===== config.mk =====
export PLATFORM = sky130hd
export DESIGN_NAME = mem_arbiter
export DESIGN_NICKNAME = d
export VERILOG_FILES = /design/src/rtl/mem_arb_pkg.sv /design/src/rtl/mem_arb_watchdog.sv /design/src/rtl/mem_arbiter.sv
export SDC_FILE = /design/constraint.sdc
export NUM_CORES = 1
export LEC_CHECK = 0
export CAP_MARGIN = 20
export CELL_PAD_IN_SITES_DETAIL_PLACEMENT = 0
export CELL_PAD_IN_SITES_GLOBAL_PLACEMENT = 1
export CORE_ASPECT_RATIO = 0.8
export CORE_MARGIN = 4
export CORE_UTILIZATION = 30
export CTS_CLUSTER_DIAMETER = 30
export DETAILED_ROUTE_END_ITERATION = 12
export PLACE_DENSITY_LB_ADDON = 0.05
export SYNTH_ARGS = -nofsm -noshare
export SYNTH_HDL_FRONTEND = slang
export SYNTH_SLANG_ARGS = --single-unit
export TNS_END_PERCENT = 30

===== constraint.sdc =====
create_clock -name clk -period 2.2 [get_ports clk]
set_input_delay 0.44 -clock clk [delete_from_list [all_inputs] [get_ports clk]]
set_output_delay 0.44 -clock clk [all_outputs]
set_load 0.02 [all_outputs]

===== src/rtl/mem_arb_pkg.sv =====
// Shared encodings and widths for the two-requester memory arbiter.
package mem_arb_pkg;

    localparam int ADDR_W      = 16;
    localparam int DATA_W      = 32;
    localparam int TIMEOUT_DEF = 255;

    typedef enum logic [2:0] {
        IDLE    = 3'd0,
        MA_BUSY = 3'd1,
        IF_BUSY = 3'd2,
        MA_DONE = 3'd3,
        IF_DONE = 3'd4
    } arb_state_e;

    function automatic logic is_busy(input arb_state_e s);
        return (s == MA_BUSY) || (s == IF_BUSY);
    endfunction

endpackage


===== src/rtl/mem_arb_watchdog.sv =====
// Counts BUSY cycles from 1 and flags expiry once the count reaches TIMEOUT.
module mem_arb_watchdog #(
    parameter int TIMEOUT = 255
) (
    input  logic clk,
    input  logic reset,
    input  logic clear,
    input  logic enable,
    output logic expire
);

    localparam int CW = $clog2(TIMEOUT + 1);

    logic [CW-1:0] cnt_q;
    logic [CW-1:0] cnt_d;

    // clear is raised on the edge that enters BUSY, so the first BUSY cycle reads 1
    always_comb begin
        cnt_d = cnt_q;
        if (clear) begin
            cnt_d = CW'(1);
        end else if (enable && !expire) begin
            cnt_d = cnt_q + CW'(1);
        end
    end

    always_ff @(posedge clk) begin
        if (reset) begin
            cnt_q <= '0;
        end else begin
            cnt_q <= cnt_d;
        end
    end

    assign expire = enable && (cnt_q == CW'(TIMEOUT));

endmodule


===== src/rtl/mem_arbiter.sv =====
// Fixed-priority arbiter sharing one backing memory between fetch and memory-access stages.
module mem_arbiter
    import mem_arb_pkg::*;
#(
    parameter int TIMEOUT = TIMEOUT_DEF
) (
    input  logic              clk,
    input  logic              reset,
    input  logic              if_req,
    input  logic [ADDR_W-1:0] if_addr,
    output logic [DATA_W-1:0] if_rdata,
    output logic              if_delay,
    input  logic              ma_le,
    input  logic              ma_we,
    input  logic [ADDR_W-1:0] ma_addr,
    input  logic [DATA_W-1:0] ma_wdata,
    output logic [DATA_W-1:0] ma_rdata,
    output logic              ma_delay,
    output logic              mem_req,
    output logic              mem_we,
    output logic [ADDR_W-1:0] mem_addr,
    output logic [DATA_W-1:0] mem_wdata,
    input  logic [DATA_W-1:0] mem_rdata,
    input  logic              mem_ack,
    output logic              timeout_err
);

    arb_state_e        state_q;
    logic [ADDR_W-1:0] addr_q;
    logic              we_q;
    logic [DATA_W-1:0] wdata_q;
    logic [DATA_W-1:0] if_rdata_q;
    logic [DATA_W-1:0] ma_rdata_q;
    logic              terr_q;

    logic ma_any;
    logic busy;
    logic wd_clear;
    logic wd_expire;

    assign ma_any   = ma_le | ma_we;
    assign busy     = is_busy(state_q);
    assign wd_clear = (state_q == IDLE) && (ma_any || if_req);

    mem_arb_watchdog #(.TIMEOUT(TIMEOUT)) u_watchdog (
        .clk    (clk),
        .reset  (reset),
        .clear  (wd_clear),
        .enable (busy),
        .expire (wd_expire)
    );

    always_ff @(posedge clk) begin
        if (reset) begin
            state_q    <= IDLE;
            addr_q     <= '0;
            we_q       <= 1'b0;
            wdata_q    <= '0;
            if_rdata_q <= '0;
            ma_rdata_q <= '0;
            terr_q     <= 1'b0;
        end else begin
            unique case (state_q)
                IDLE: begin
                    if (ma_any) begin
                        state_q <= MA_BUSY;
                        addr_q  <= ma_addr;
                        we_q    <= ma_we;
                        wdata_q <= ma_we ? ma_wdata : '0;
                    end else if (if_req) begin
                        state_q <= IF_BUSY;
                        addr_q  <= if_addr;
                        we_q    <= 1'b0;
                        wdata_q <= '0;
                    end
                end
                MA_BUSY: begin
                    if (mem_ack) begin
                        ma_rdata_q <= we_q ? '0 : mem_rdata;
                        state_q    <= MA_DONE;
                    end else if (wd_expire) begin
                        ma_rdata_q <= '0;
                        terr_q     <= 1'b1;
                        state_q    <= MA_DONE;
                    end
                end
                IF_BUSY: begin
                    if (mem_ack) begin
                        if_rdata_q <= mem_rdata;
                        state_q    <= IF_DONE;
                    end else if (wd_expire) begin
                        if_rdata_q <= '0;
                        terr_q     <= 1'b1;
                        state_q    <= IF_DONE;
                    end
                end
                MA_DONE, IF_DONE: state_q <= IDLE;
                default:          state_q <= IDLE;
            endcase
        end
    end

    // Outputs seen by the pipeline are gated by reset so stage registers reset cleanly
    assign mem_req     = !reset && busy;
    assign mem_we      = !reset && (state_q == MA_BUSY) && we_q;
    assign mem_addr    = addr_q;
    assign mem_wdata   = mem_we ? wdata_q : '0;
    assign ma_delay    = !reset && ma_any && (state_q != MA_DONE);
    assign if_delay    = !reset && if_req && (state_q != IF_DONE);
    assign if_rdata    = if_rdata_q;
    assign ma_rdata    = ma_rdata_q;
    assign timeout_err = terr_q;

endmodule


==> results.json <==
{
  "result_of_the_run": "completed",
  "critPathKind": "reg -> out",
  "yosys.cell_types.count": 37,
  "diodes": 0,
  "antenna_left": 0,
  "root_buffer": "sky130_fd_sc_hd__clkbuf_16",
  "crit_fanout": 16,
  "worst_slew_pin_slew_ns": 0.455,
  "ctsHtreeMaxLevel": 4,
  "preCtsSetupSlack_ns": -0.444,
  "synth_edf_count": 0,
  "horizontal_die_dimension_um": 145,
  "worstSetupStartpointType": "flip-flop",
  "clock_sink_count": 125,
  "clk_latency_ns": 0.41,
  "num_vias": 4163,
  "synth_seq_cells": 125,
  "cts_max_path_buffers": 2,
  "required_ns": 1.76,
  "crit_arrival_ns": 1.69,
  "wirelength_mm": 14.5,
  "die_area_mm2": 0.0170,
  "detailedPlacementHpwl_mm": 9.79,
  "placementRows": 39,
  "drt-pass1-iter-count": 4,
  "ir_worst_vdd_v": 0.000537,
  "cellPowerDensity_mw_per_mm2": 874,
  "cts-buffers-inserted": 17,
  "min-delay-path-class": "reg -> reg",
  "initialDrtViolationCount": 188,
  "first_pass_grt_wire_length_mm": 22.9,
  "vias_per_cell": 4.97,
  "initial_standard_cell_utilization_of_the_core_pct": 31.1,
  "slew-limit-headroom_pct": 69.5,
  "post_route_setup_tns_ns": 0,
  "post-route-min-period_ns": 2.13,
  "share_of_async_settable_or_async_resettable_flops_after_synthesis_pct": 0,
  "layout.nets": 744,
  "power.leakage_nw": 3.01,
  "synth.yosys.seq_area_share_pct": 55.6,
  "synth.yosys.warnings": 0,
  "fp.coreArea_mm2": 0.0145,
  "timing.max_cap.violations": 0,
  "drc_errors": 0,
  "holdBufCountCts": 0,
  "maximum_number_of_pins_on_one_net_before_global_route_repair": 35,
  "vias_in_the_first_global_route": 4071,
  "die_h_um": 118,
  "syn_nets": 524,
  "fmax_mhz": 469,
  "netlist_area_mm2": 0.00450,
  "number_of_antenna_violations_at_the_first_check_in_global_routing": 0,
  "skew_ns": 0.00688,
  "flow.area_growth_from_synthesis_pct": 67.7,
  "clock_tree_from_tritoncts": "built",
  "finalNonFillerCells": 838,
  "finalCritPeriodShare_pct": 97.0,
  "final_hold_violations": 0,
  "postLayoutSetupSlackWorst_ns": 0.0670,
  "post_synth_inst_count": 421,
  "io_buffers": 218,
  "count_of_endpoints_failing_setup_in_the_final_report": 0,
  "setup.worst_path.end_class": "output pin",
  "slew_viol_final": 0,
  "wire_per_inst_um": 17.4,
  "boundaryPins": 219,
  "clk_pin_slew_ns": 0.06,
  "gp_congestion": 0.719,
  "drive_gt1_share_pct": 14.4,
  "synth_area_per_cell_um2": 10.7,
  "grt.total_usage_pct": 16.7,
  "numPlacedInstances": 804,
  "dominantRegCellSynth": "sky130_fd_sc_hd__dfxtp_1",
  "globalRoute.totalOverflow": 0
}
worst max-delay path, stage by stage (launching register included):
cell,delay [ns]
sky130_fd_sc_hd__dfxtp_1,0.33
sky130_fd_sc_hd__nor3_2,0.21
sky130_fd_sc_hd__and3_4,0.28
sky130_fd_sc_hd__clkbuf_16,0.18
sky130_fd_sc_hd__and2_1,0.12
sky130_fd_sc_hd__buf_2,0.16
layout make-up:
cell class | count | area (um^2)
clock buffers | 19 | 453
clock inverters | 13 | 186
fillers | 1294 | 6940
inverters | 4 | 15.0
multi-input cells | 253 | 1810
flip-flops and latches | 125 | 2500
well taps | 184 | 230
repair buffers | 240 | 2350
layout by cell type (no fill, tap or decap), types with 3 or more instances in the layout:
master / count
sky130_fd_sc_hd__a21oi_1: 5
sky130_fd_sc_hd__nand2_1: 19
sky130_fd_sc_hd__dfxtp_1: 125
sky130_fd_sc_hd__nor3_1: 5
sky130_fd_sc_hd__a22o_1: 96
sky130_fd_sc_hd__bufinv_16: 4
sky130_fd_sc_hd__o21ai_0: 19
sky130_fd_sc_hd__buf_2: 16
sky130_fd_sc_hd__a21o_1: 4
sky130_fd_sc_hd__buf_12: 7
sky130_fd_sc_hd__or4_1: 3
sky130_fd_sc_hd__clkdlybuf4s50_1: 181
sky130_fd_sc_hd__clkinvlp_4: 4
sky130_fd_sc_hd__nor2_1: 19
sky130_fd_sc_hd__and2_1: 34
sky130_fd_sc_hd__and3_1: 3
sky130_fd_sc_hd__clkbuf_16: 19
sky130_fd_sc_hd__a311oi_1: 17
sky130_fd_sc_hd__inv_1: 4
sky130_fd_sc_hd__buf_4: 28
sky130_fd_sc_hd__or3_1: 3
cell usage after synthesis (4+ instances only):
master                       n  area share, %
sky130_fd_sc_hd__nor2_1     19            1.6
sky130_fd_sc_hd__nand2_1    19            1.6
sky130_fd_sc_hd__buf_2      18            2.0
sky130_fd_sc_hd__a21o_1      4           0.67
sky130_fd_sc_hd__and2_1     34            4.7
sky130_fd_sc_hd__nor3_1      6           0.67
sky130_fd_sc_hd__a22o_1     96             19
sky130_fd_sc_hd__clkbuf_1   16            1.3
sky130_fd_sc_hd__dfxtp_1   125             56
sky130_fd_sc_hd__inv_1       4           0.33
sky130_fd_sc_hd__a21oi_1     6           0.67
sky130_fd_sc_hd__and3_1      4           0.56
sky130_fd_sc_hd__a311oi_1   17            3.3
sky130_fd_sc_hd__o21ai_0    19            2.1
kinds of logic (layout without fill, tap and decap cells):
logic type | count (synthesis) | in the layout | synth area share, %
xor gates and xnor gates | 1 | 1 | 0.195
AOI/OAI and AO/OA | 155 | 155 | 27.8
adders and majority gates | 1 | 1 | 0.278
and+or+nand+nor | 95 | 95 | 11.3
DFF | 125 | 125 | 55.6
muxes | 1 | 1 | 0.222
buffers and inverters | 43 | 276 | 4.67
stage by stage:
step,area (um^2),util [%],power (W),hold WS [ns]
2_1_floorplan,4500,-,0.00307,0.433
3_3_place_gp,6970,48.1,0.00362,0.456
3_5_place_dp,6970,48.1,0.00364,0.455
4_1_cts,7460,51.5,0.00668,0.476
5_1_grt,7550,52.1,0.00688,0.489
6_report,7550,52.1,0.00660,0.471
final timing paths:
| path | start | to | slack (ns) | cells after the start |
|---|---|---|---|---|
| hold / removal | if_rdata[17] | if_rdata[17] | 0.47 | 1 |
| setup reg to reg | u_watchdog.cnt_q[0] | u_watchdog.cnt_q[5] | 0.21 | 5 |
| setup / recovery | state_q[2] | mem_wdata[4] | 0.07 | 5 |
| hold reg to reg | if_rdata[17] | if_rdata[17] | 0.47 | 1 |
where the power goes:
group          switching, W  internal [W]
Combinational      0.000522      0.000554
Clock               0.00105       0.00196
Sequential        0.0000874       0.00243
repair_timing:
item | 4_1_cts | 5_1_grt
gates cloned | 0 | 2
pin swaps | 1 | 1
buffers inserted | 0 | 0
resized for setup | 136 | 22
endpoints found under the setup margin | 36 | 34
per-layer routing:
metal / wire length (um) / vias up / GRT usage (%)
met5: 0 / - / 0
met4: 208 / 0 / 5.76
met3: 932 / 16 / 5.85
met2: 6700 / 140 / 26.5
met1: 6710 / 1987 / 21.1
li1: - / 2020 / -
sequential cells by signal, summed over array words and instances (netlist names):
name,count
wdata_q,32
state_q,3
if_rdata,32
timeout_err,1
u_watchdog.cnt_q,8
ma_rdata,32
mem_addr,16
we_q,1
No activity file was read; power rests on OpenSTA's default activity.
